==> config.mk <==
export PLATFORM = sky130hd
export DESIGN_NAME = umul_stream_ctrl_flat
export DESIGN_NICKNAME = d
export VERILOG_FILES = /design/src/rtl/umul_stream_ctrl_pkg.sv /design/src/rtl/umul_stream_ctrl_if.sv /design/src/rtl/umul_stream_ctrl_bit_counter.sv /design/src/rtl/umul_stream_ctrl.sv /design/src/flat_wrapper.sv
export SDC_FILE = /design/constraint.sdc
export NUM_CORES = 1
export LEC_CHECK = 0
export ABC_AREA = 1
export ABC_CLOCK_PERIOD_IN_PS = 1950
export CORE_MARGIN = 3
export CORE_UTILIZATION = 51
export DETAILED_ROUTE_END_ITERATION = 8
export MAX_ROUTING_LAYER = met4
export PLACE_DENSITY = 0.8
export SETUP_SLACK_MARGIN = 0.2
export SYNTH_ARGS = -nofsm -noshare
export SYNTH_HDL_FRONTEND = slang
export SYNTH_SLANG_ARGS = --single-unit
==> constraint.sdc <==
create_clock -name iClk -period 1.95 [get_ports iClk]
set_input_delay 0.39 -clock iClk [delete_from_list [all_inputs] [get_ports iClk]]
set_output_delay 0.39 -clock iClk [all_outputs]
set_load 0.01 [all_outputs]
==> src/rtl/umul_stream_ctrl_pkg.sv <==
// Shared types and helpers for the unary-multiplier stream controller.
//   umul_state_t : controller FSM states
//   cw_of()      : width of a count that must hold 0..stream_len inclusive
package umul_pkg;

  typedef enum logic [2:0] {
    IDLE,
    LOAD,
    RUN,
    DRAIN,
    DONE
  } umul_state_t;

  // One bit more than log2 so that an all-ones stream (count == stream_len)
  // does not wrap to zero.
  function automatic int cw_of(input int stream_len);
    return $clog2(stream_len) + 1;
  endfunction

endpackage

==> src/rtl/umul_stream_ctrl_if.sv <==
// Bundle of every non-clock signal between the stream controller and its
// surroundings (operand source, multiplier, Sobol RNG, result consumer).
//   slave  : view taken by umul_stream_ctrl
//   master : view taken by the environment driving the controller
// Signal names keep the controller's point of view (i* into it, o* out of it).
interface umul_stream_ctrl_if #(
  parameter int BITWIDTH   = 8,
  parameter int STREAM_LEN = 256
);
  import umul_pkg::*;

  localparam int CW = cw_of(STREAM_LEN);

  // operand request
  logic                iValid;
  logic                oReady;
  logic [BITWIDTH-1:0] iA;
  logic [BITWIDTH-1:0] iB;
  // multiplier / RNG side
  logic [BITWIDTH-1:0] oB;
  logic                oLoadB;
  logic                oClr;
  logic                oRngEn;
  logic [BITWIDTH-1:0] iSobol;
  logic                oA;
  logic                iMult;
  // result
  logic                oValid;
  logic                iReady;
  logic [CW-1:0]       oResult;

  modport slave (
    input  iValid, iA, iB, iSobol, iMult, iReady,
    output oReady, oB, oLoadB, oClr, oRngEn, oA, oValid, oResult
  );

  modport master (
    output iValid, iA, iB, iSobol, iMult, iReady,
    input  oReady, oB, oLoadB, oClr, oRngEn, oA, oValid, oResult
  );

endinterface

==> src/rtl/umul_stream_ctrl_bit_counter.sv <==
// CW-bit ones counter used as the product accumulator.
//   iClk, iRst : clock, asynchronous active-high reset
//   iClr       : synchronous clear (wins over counting)
//   iEn        : counting window
//   iInc       : bit to add while the window is open
//   oNext      : value the counter takes at the next edge; lets the owner
//                capture the final sum on the same edge as the last add
module umul_bit_counter #(
  parameter int CW = 9
) (
  input  logic          iClk,
  input  logic          iRst,
  input  logic          iClr,
  input  logic          iEn,
  input  logic          iInc,
  output logic [CW-1:0] oNext
);

  logic [CW-1:0] count_q;

  always_comb begin
    oNext = count_q;
    if (iClr) begin
      oNext = '0;
    end else if (iEn && iInc) begin
      oNext = count_q + CW'(1);
    end
  end

  always_ff @(posedge iClk or posedge iRst) begin
    if (iRst) begin
      count_q <= '0;
    end else begin
      count_q <= oNext;
    end
  end

endmodule

==> src/rtl/umul_stream_ctrl.sv <==
// Sequencing controller for one unary stochastic multiplier and its Sobol RNG.
// Accepts an operand pair, loads B into the multiplier, clears and runs the
// RNG while streaming A as a unary bitstream (A > Sobol) for STREAM_LEN
// cycles, counts the 1s coming back from the multiplier MUL_LAT cycles later
// and returns that count.
//   iClk, iRst : clock, asynchronous active-high reset
//   bus        : operand handshake (iValid/oReady/iA/iB), multiplier and RNG
//                controls (oB/oLoadB/oClr/oRngEn/iSobol/oA/iMult) and result
//                handshake (oValid/iReady/oResult)
module umul_stream_ctrl #(
  parameter int BITWIDTH   = 8,
  parameter int STREAM_LEN = 256,
  parameter int MUL_LAT    = 1
) (
  input logic               iClk,
  input logic               iRst,
  umul_stream_ctrl_if.slave bus
);
  import umul_pkg::*;

  localparam int CW = cw_of(STREAM_LEN);

  umul_state_t         state_q, state_d;
  logic                ready_q;
  logic [BITWIDTH-1:0] a_q;
  logic [BITWIDTH-1:0] b_q;
  logic [CW-1:0]       cyc_q, cyc_d;
  logic [CW-1:0]       res_q;
  logic                accept;
  logic                load_b, clr, rng_en, run_now;
  logic                acc_flag;
  logic [CW-1:0]       acc_next;

  assign accept = ready_q && bus.iValid;

  // Next-state and strobe decode. The cycle counter is shared between the
  // RUN length and the DRAIN length; it is zeroed on every state change.
  always_comb begin
    state_d = state_q;
    cyc_d   = cyc_q;
    load_b  = 1'b0;
    clr     = 1'b0;
    rng_en  = 1'b0;
    run_now = 1'b0;
    case (state_q)
      IDLE: begin
        if (accept) state_d = LOAD;
      end
      LOAD: begin
        load_b  = 1'b1;
        clr     = 1'b1;
        cyc_d   = '0;
        state_d = RUN;
      end
      RUN: begin
        rng_en  = 1'b1;
        run_now = 1'b1;
        cyc_d   = cyc_q + CW'(1);
        if (cyc_q == CW'(STREAM_LEN - 1)) begin
          cyc_d   = '0;
          state_d = (MUL_LAT == 0) ? DONE : DRAIN;
        end
      end
      DRAIN: begin
        cyc_d = cyc_q + CW'(1);
        if (cyc_q == CW'(MUL_LAT - 1)) begin
          cyc_d   = '0;
          state_d = DONE;
        end
      end
      DONE: begin
        if (bus.iReady) state_d = IDLE;
      end
      default: state_d = IDLE;
    endcase
  end

  // State, operand and result registers. oReady is registered from the next
  // state, so it is high exactly while the FSM sits in IDLE and a new request
  // can only be taken the cycle after the result handshake.
  always_ff @(posedge iClk or posedge iRst) begin
    if (iRst) begin
      state_q <= IDLE;
      ready_q <= 1'b1;
      cyc_q   <= '0;
      a_q     <= '0;
      b_q     <= '0;
      res_q   <= '0;
    end else begin
      state_q <= state_d;
      ready_q <= (state_d == IDLE);
      cyc_q   <= cyc_d;
      if (accept) begin
        a_q <= bus.iA;
        b_q <= bus.iB;
      end
      // The last sample is added on the same edge that enters DONE, so the
      // result is taken from the counter's next value.
      if (state_d == DONE && state_q != DONE) begin
        res_q <= acc_next;
      end
    end
  end

  // Delay line aligning the RUN window with the multiplier output latency.
  generate
    if (MUL_LAT == 0) begin : g_no_dly
      assign acc_flag = run_now;
    end else begin : g_dly
      logic [MUL_LAT-1:0] run_p;
      always_ff @(posedge iClk or posedge iRst) begin
        if (iRst) begin
          run_p <= '0;
        end else begin
          run_p[0] <= run_now;
          for (int i = 1; i < MUL_LAT; i++) begin
            run_p[i] <= run_p[i-1];
          end
        end
      end
      assign acc_flag = run_p[MUL_LAT-1];
    end
  endgenerate

  // Accumulator stage: counts iMult while the delayed window is open.
  umul_bit_counter #(
    .CW (CW)
  ) u_counter (
    .iClk  (iClk),
    .iRst  (iRst),
    .iClr  (accept),
    .iEn   (acc_flag),
    .iInc  (bus.iMult),
    .oNext (acc_next)
  );

  assign bus.oReady  = ready_q;
  assign bus.oB      = b_q;
  assign bus.oLoadB  = load_b;
  assign bus.oClr    = clr;
  assign bus.oRngEn  = rng_en;
  assign bus.oA      = (state_q == RUN) && (a_q > bus.iSobol);
  assign bus.oValid  = (state_q == DONE);
  assign bus.oResult = res_q;

endmodule

==> src/flat_wrapper.sv <==
// flat-port wrapper written by rule: the top's interface ports become plain ports
module umul_stream_ctrl_flat import umul_pkg::*;
#(
  parameter int BITWIDTH   = 8,
  parameter int STREAM_LEN = 256,
  parameter int MUL_LAT    = 1
)
  (iClk, iRst, bus_iValid, bus_iA, bus_iB, bus_iSobol, bus_iMult, bus_iReady, bus_oReady, bus_oB, bus_oLoadB, bus_oClr, bus_oRngEn, bus_oA, bus_oValid, bus_oResult);
  umul_stream_ctrl_if #(.BITWIDTH(BITWIDTH), .STREAM_LEN(STREAM_LEN)) bus_i ();
  input logic iClk;
  input logic iRst;
  input wire logic [$bits(bus_i.iValid)-1:0] bus_iValid;
  input wire logic [$bits(bus_i.iA)-1:0] bus_iA;
  input wire logic [$bits(bus_i.iB)-1:0] bus_iB;
  input wire logic [$bits(bus_i.iSobol)-1:0] bus_iSobol;
  input wire logic [$bits(bus_i.iMult)-1:0] bus_iMult;
  input wire logic [$bits(bus_i.iReady)-1:0] bus_iReady;
  output wire logic [$bits(bus_i.oReady)-1:0] bus_oReady;
  output wire logic [$bits(bus_i.oB)-1:0] bus_oB;
  output wire logic [$bits(bus_i.oLoadB)-1:0] bus_oLoadB;
  output wire logic [$bits(bus_i.oClr)-1:0] bus_oClr;
  output wire logic [$bits(bus_i.oRngEn)-1:0] bus_oRngEn;
  output wire logic [$bits(bus_i.oA)-1:0] bus_oA;
  output wire logic [$bits(bus_i.oValid)-1:0] bus_oValid;
  output wire logic [$bits(bus_i.oResult)-1:0] bus_oResult;
  assign bus_i.iValid = bus_iValid;
  assign bus_i.iA = bus_iA;
  assign bus_i.iB = bus_iB;
  assign bus_i.iSobol = bus_iSobol;
  assign bus_i.iMult = bus_iMult;
  assign bus_i.iReady = bus_iReady;
  assign bus_oReady = bus_i.oReady;
  assign bus_oB = bus_i.oB;
  assign bus_oLoadB = bus_i.oLoadB;
  assign bus_oClr = bus_i.oClr;
  assign bus_oRngEn = bus_i.oRngEn;
  assign bus_oA = bus_i.oA;
  assign bus_oValid = bus_i.oValid;
  assign bus_oResult = bus_i.oResult;
  umul_stream_ctrl #(.BITWIDTH(BITWIDTH), .STREAM_LEN(STREAM_LEN), .MUL_LAT(MUL_LAT)) u_core (.iClk(iClk), .iRst(iRst), .bus(bus_i));
endmodule
==> results_dict.tcl, run 1 <==
set metrics [dict create \
    drt_wl_total_um 5710 \
    worst-path-max-fanout 2 \
    dp_cells 414 \
    fillers 337 \
    grt_use_met3_pct 5.28 \
    grt_start_max_net_pins 28 \
    avgViaCountPerCell 5.04 \
    syn_nets 352 \
    arrival_ns 1.58 \
    synth_top_cell_area_share_pct 47.7 \
    numClockSinks 48 \
    multiInputGateArea_mm2 0.00116 \
    grt_usage_pct 22.3 \
    maxCapViolations 0 \
    start_kind "register" \
    violations "negative setup slack" \
    async_flop_share_pct 100 \
    vias 2183 \
    min_path_type "in -> async" \
    fin_cells 433 \
    syn_area_per_cell_um2 7.95 \
    h-tree-depth 2 \
    mappedNetlistArea_mm2 0.00246 \
    clockBufferDepth 2 \
    fmax_ghz 0.509 \
    use_met2_pct 38.3 \
    ys_ff_latch 48 \
    worst_pin_slew_ns 0.456 \
    first_global_vias 2138 \
    register_area_mm2 0.00120 \
    crit_required_ns 1.56 \
    fp.dieH_um 75.5 \
    met1_usage_pct 26.0 \
    power_leakage_nw 1.78 \
    clockRootBuffer "clkbuf_8" \
    drv_slew 0 \
    wire_per_inst_um 13.2 \
    power_density_mw_per_mm2 1320 \
    antenna_found_initial 0 \
    layout_setup_ws_ns -0.0150 \
    syn2layout_area_growth_pct 35.7 \
    first_pass_iters 5 \
    nets 422 \
    die_w_um 75.5 \
    synth_cells 310 \
    grt-busiest-layer "met2" \
    yosys-top-cells-count "107 x nand2_1, 50 x inv_1, 47 x dfrtp_1" \
    finalHoldViolCount 0 \
    overflow 0 \
    grt_pass1_wl_um 9450 \
    r2r_slack_ns 0.30 \
    synth_ff_type "dfrtp_1" \
    setup_violations 1 \
    port_buffers 51 \
    ir_drop_v 0.000695 \
    ys_types 28 \
    relSlewSlack_pct 69.5 \
    hpwl_um 3980 \
    drive_gt1_share_pct 18.4 \
    ios 52 \
    rows 24 \
    cts_buffers 5 \
    cts_tree "built" \
    drtAntennaViolNets 0 \
    synth_edf_count 0 \
    n_antenna_cell 0 \
    status "complete, but fails checks" \
    hold_ws_ns 0.442 \
    yosysMostFrequentCell "nand2_1" \
    path_clk_slew_ns 0.09 \
    drc 0 \
    finalPower_w 0.00443 \
    yosysTopAreaCell "dfrtp_1" \
    die_area_mm2 0.00570 \
    fin_crit_ns 1.97 \
    seq_area_frac_synth_pct 48.8 \
    core_mm2 0.00450 \
    floorplan.initialDensity_pct 54.7 \
    ys_top_cells_by_area "dfrtp_1 48%, nand2_1 16%, inv_1 7.6%" \
    ys_warn_count 0 \
    clock_skew_ns 0.00994 \
    insertion_delay_ns 0.30 \
    crit_type "reg -> out" \
    ctsHoldBuffers 0 \
    rsz0062_at_grt "yes" \
    routabilityCongestion 0.873 \
    postLayoutCoreUtil_pct 74.3 \
    end_kind "output port" \
    dr.first_iter.drc_count 93 \
    finalCritPeriodShare_pct 101 \
]
## cell usage in the layout, fill, tap and decap left out, drive strengths merged, types with 2 or more instances in the layout
cell,synthesis,final
clkdlybuf4s50,0,37
nand2,109,109
clkinv,1,2
and3,2,2
buf,4,19
xor2,3,3
a21oi,6,6
dlygate4sd2,0,9
o21ai,19,19
clkbuf,1,8
ha,13,13
nor2,18,18
inv,52,52
or2,4,4
dfrtp,47,47
nand3,19,19
nand4,7,7
## final timing paths
path / from / endpoint / cells past startpoint
worst max-delay path: u_core.a_q[7]$_DFFE_PP0P_ / bus_oA / 7
worst min-delay path: iRst / u_core.a_q[0]$_DFFE_PP0P_ / 3
worst max register to register: u_core.cyc_q[1]$_DFFE_PP0P_ / u_core.cyc_q[6]$_DFFE_PP0P_ / 9
worst min register to register: u_core.bus.oB[2]$_DFFE_PP0P_ / u_core.bus.oB[2]$_DFFE_PP0P_ / 2
max in group asynchronous: iRst / u_core.bus.oReady$_DFF_PP1_ / 3
min in group iClk: u_core.bus.oB[2]$_DFFE_PP0P_ / u_core.bus.oB[2]$_DFFE_PP0P_ / 2
## critical path, cell delays in order (launching register included)
cell     delay, ns
dfrtp_1       0.43
ha_4          0.31
nand2_4       0.06
nor2_4        0.12
nand2_2       0.06
o21ai_2       0.13
a21oi_2       0.04
buf_2         0.13
## flip-flops by register name, summed over array words and instances (netlist names)
register and flops:
u_core.state_q 3, u_core.acc_flag 1, u_core.u_counter.count_q 9, u_core.cyc_q 9, u_core.bus.oReady 1, u_core.bus.oResult 9
u_core.a_q 8, u_core.bus.oB 8
## routing by layer
layer	wire length [µm]	share of wire [%]	up-vias
met5	0	0	-
met4	133	2.3	0
li1	-	-	1100
met2	2980	52	55
met3	194	3.4	13
met1	2400	42	1015
## area by class of cell
class	instances	area share, %
clock buffers	5	2.06
clock inverters	3	1.27
flip-flops and latches	48	35.9
repair buffers	68	18.1
multi-input cells	204	34.7
inverters	53	5.95
well taps	52	1.94
## through the flow
stage	setup slack (ns)	cell area (µm²)	setup TNS, ns
floorplan	0.398	2460	0
global placement	-0.569	3060	-0.569
detailed placement	-0.593	3060	-0.593
CTS	0.0174	3250	0
global route	-0.120	3350	-0.120
finish	-0.0150	3350	-0.0150
## logic make-up after synthesis
logic type	share of synthesized area (%)
adders and majority gates	6.60
AOI/OAI and AO/OA	7.06
and+or+nand+nor	27.2
DFF	48.8
buffers and inverters	9.29
xor gates and xnor gates	1.07
## power breakdown
| group | internal (W) | switching [W] |
|---|---|---|
| clock network | 0.000380 | 0.000339 |
| registers | 0.00136 | 0.000248 |
| logic | 0.00102 | 0.00109 |
| total | 0.00276 | 0.00167 |
## timing repair
action / in CTS / in global routing
gates cloned: 0 / 0
buffers inserted: 4 / 7
pin swaps: 16 / 13
gates resized for setup: 38 / 20
endpoints found under the setup margin: 12 / 14
Note: power is estimated with default switching activity, not from simulation.
==> inputs of run 2 (changes only) <==
- CORE_MARGIN: 3 -> 2
==> results_dict.tcl, run 2 (synthesis gave the netlist of run 1 again) <==
set metrics [dict create \
    status "complete, but fails checks" \
    violations "negative setup slack" \
    core_mm2 0.00469 \
    n_antenna_cell 0 \
    maxCapViolations 0 \
    cts_buffers 5 \
    start_kind "register" \
    crit_family "flip-flops" \
    crit_chain "ha_4, nand2_4, nor2_4, nand2_1, o21ai_1, a21oi_1, buf_2" \
    arrival_ns 1.59 \
    h-tree-depth 2 \
    overflow 0 \
    crit_type "reg -> out" \
    finalHoldViolCount 0 \
    finalCritPeriodShare_pct 101 \
    first_global_vias 2169 \
    clockRootBuffer "clkbuf_8" \
    finalPower_w 0.00462 \
    ir_drop_v 0.000803 \
    clock_skew_ns 0.00686 \
    fin_crit_ns 1.98 \
    avgViaCountPerCell 5.08 \
    cp-endpoint "bus_oA" \
    insertion_delay_ns 0.30 \
    r2r_cells 9 \
    drive_gt1_share_pct 17.9 \
    worst_pin_slew_ns 0.519 \
    drtAntennaViolNets 0 \
    cpPeakStageDelay_ns 0.43 \
    cts_tree "built" \
    most-common-layout-cells "104 x nand2_1, 47 x dfrtp_1, 44 x inv_1" \
    ctsHoldBuffers 0 \
    crit_start "u_core.a_q[7]$_DFFE_PP0P_" \
    min_path_type "in -> async" \
    rsz0062_at_grt "yes" \
    dp_cells 416 \
    grt_start_max_net_pins 23 \
    setup_violations 1 \
    wire_per_inst_um 13.0 \
    pre_cts_slack_ns -0.577 \
    path_clk_slew_ns 0.09 \
    syn2layout_area_growth_pct 38.4 \
    end_kind "output port" \
    first_pass_iters 5 \
    worst-path-max-fanout 2 \
    die_w_um 73.5 \
    die_area_mm2 0.00541 \
    crit_cells 7 \
    clockBufferDepth 2 \
    r2r_slack_ns 0.29 \
    drc 0 \
    antenna_found_initial 0 \
    hpwl_um 3830 \
    port_buffers 51 \
    crit_path_top_delay_cell "dfrtp_1" \
    fmax_ghz 0.505 \
    final_cell_area_mm2 0.00341 \
    hold_ws_ns 0.349 \
    final_common_cell "nand2_1" \
    dr.first_iter.drc_count 133 \
    numClockSinks 48 \
    layout_setup_ws_ns -0.0292 \
    r2r_end "u_core.cyc_q[6]$_DFFE_PP0P_" \
    fin_cells 434 \
    rows 25 \
    routabilityCongestion 0.909 \
    drv_slew 0 \
    grt_usage_pct 22.4 \
    crit_required_ns 1.56 \
    vias 2203 \
    fp.dieH_um 73.5 \
    drt_wl_total_um 5650 \
    crit_buf_inv 1 \
    power_density_mw_per_mm2 1360 \
    dpl-instance-area_mm2 0.00307 \
    r2r-start "u_core.cyc_q[1]$_DFFE_PP0P_" \
    nets 421 \
    power_leakage_nw 1.80 \
    relSlewSlack_pct 65.3 \
    floorplan.initialDensity_pct 52.5 \
    grt_pass1_wl_um 9050 \
    ios 52 \
]
==> run 2: cell count changes in the layout (fill, tap and decap cells not counted), moves of 2 or more <==
cell / change
buf_4: -2
o21ai_1: +4
ha_4: +2
o21ai_2: -2
o21ai_0: -2
==> run 2: layer usage <==
| layer | routed length [µm] | vias to the layer above | GRT usage, % | part of all wire (%) |
|---|---|---|---|---|
| li1 | - | 1098 | - | - |
| met1 | 2330 | 1034 | 25.5 | 41 |
| met2 | 2950 | 59 | 39.6 | 52 |
| met3 | 248 | 12 | 3.70 | 4.4 |
| met4 | 114 | 0 | 7.68 | 2.0 |
| met5 | 0 | - | - | 0 |
==> run 2: what timing repair did <==
action                     4_1_cts  5_1_grt
pin swaps                       13       14
setup endpoints to repair       12       16
setup buffers                    3        7
cloned                           0        0
resized for setup               36       27
==> run 2: how the worst min path moves through the flow <==
stage	to	slack, ns	depth (start not counted)
after floorplan	u_core.a_q[1]$_DFFE_PP0P_	0.45	2
after global placement	u_core.bus.oB[7]$_DFFE_PP0P_	0.46	2
after detailed placement	u_core.bus.oB[4]$_DFFE_PP0P_	0.46	2
after CTS	u_core.a_q[4]$_DFFE_PP0P_	0.35	2
after global routing	u_core.a_q[7]$_DFFE_PP0P_	0.39	2
final	u_core.a_q[7]$_DFFE_PP0P_	0.35	2
==> run 2: final cells by class <==
cell class                      instances  area, µm²
Inverter                               53        201
Fill cell                             357       1280
Sequential cell                        48       1200
Clock buffer                            5       68.8
Clock inverter                          3       68.8
Multi-Input combinational cell        204       1180
Tap cell                               54       67.6
Timing Repair Buffer                   67        618
==> run 2: report_power, final <==
part	switching, W	total (W)	internal [W]
registers	0.000275	0.00163	0.00136
logic	0.00110	0.00213	0.00103
clock network	0.000343	0.000859	0.000516
==> run 2: worst reg2reg max path: stages, from the launching register on <==
cell     delay (ns)
dfrtp_1        0.42
ha_4           0.17
nand3_4        0.09
nor2_4         0.15
nand3_2        0.08
nor2_2         0.14
ha_2           0.23
o21ai_4        0.10
nand2_1        0.07
o21ai_0        0.07
==> run 2: stage by stage <==
stage          utilization, %  TNS (ns)
6_report                 72.7   -0.0292
5_1_grt                  72.7   -0.0639
4_1_cts                  70.2         0
3_5_place_dp             65.4    -0.577
3_3_place_gp             65.4    -0.565
2_1_floorplan               -         0
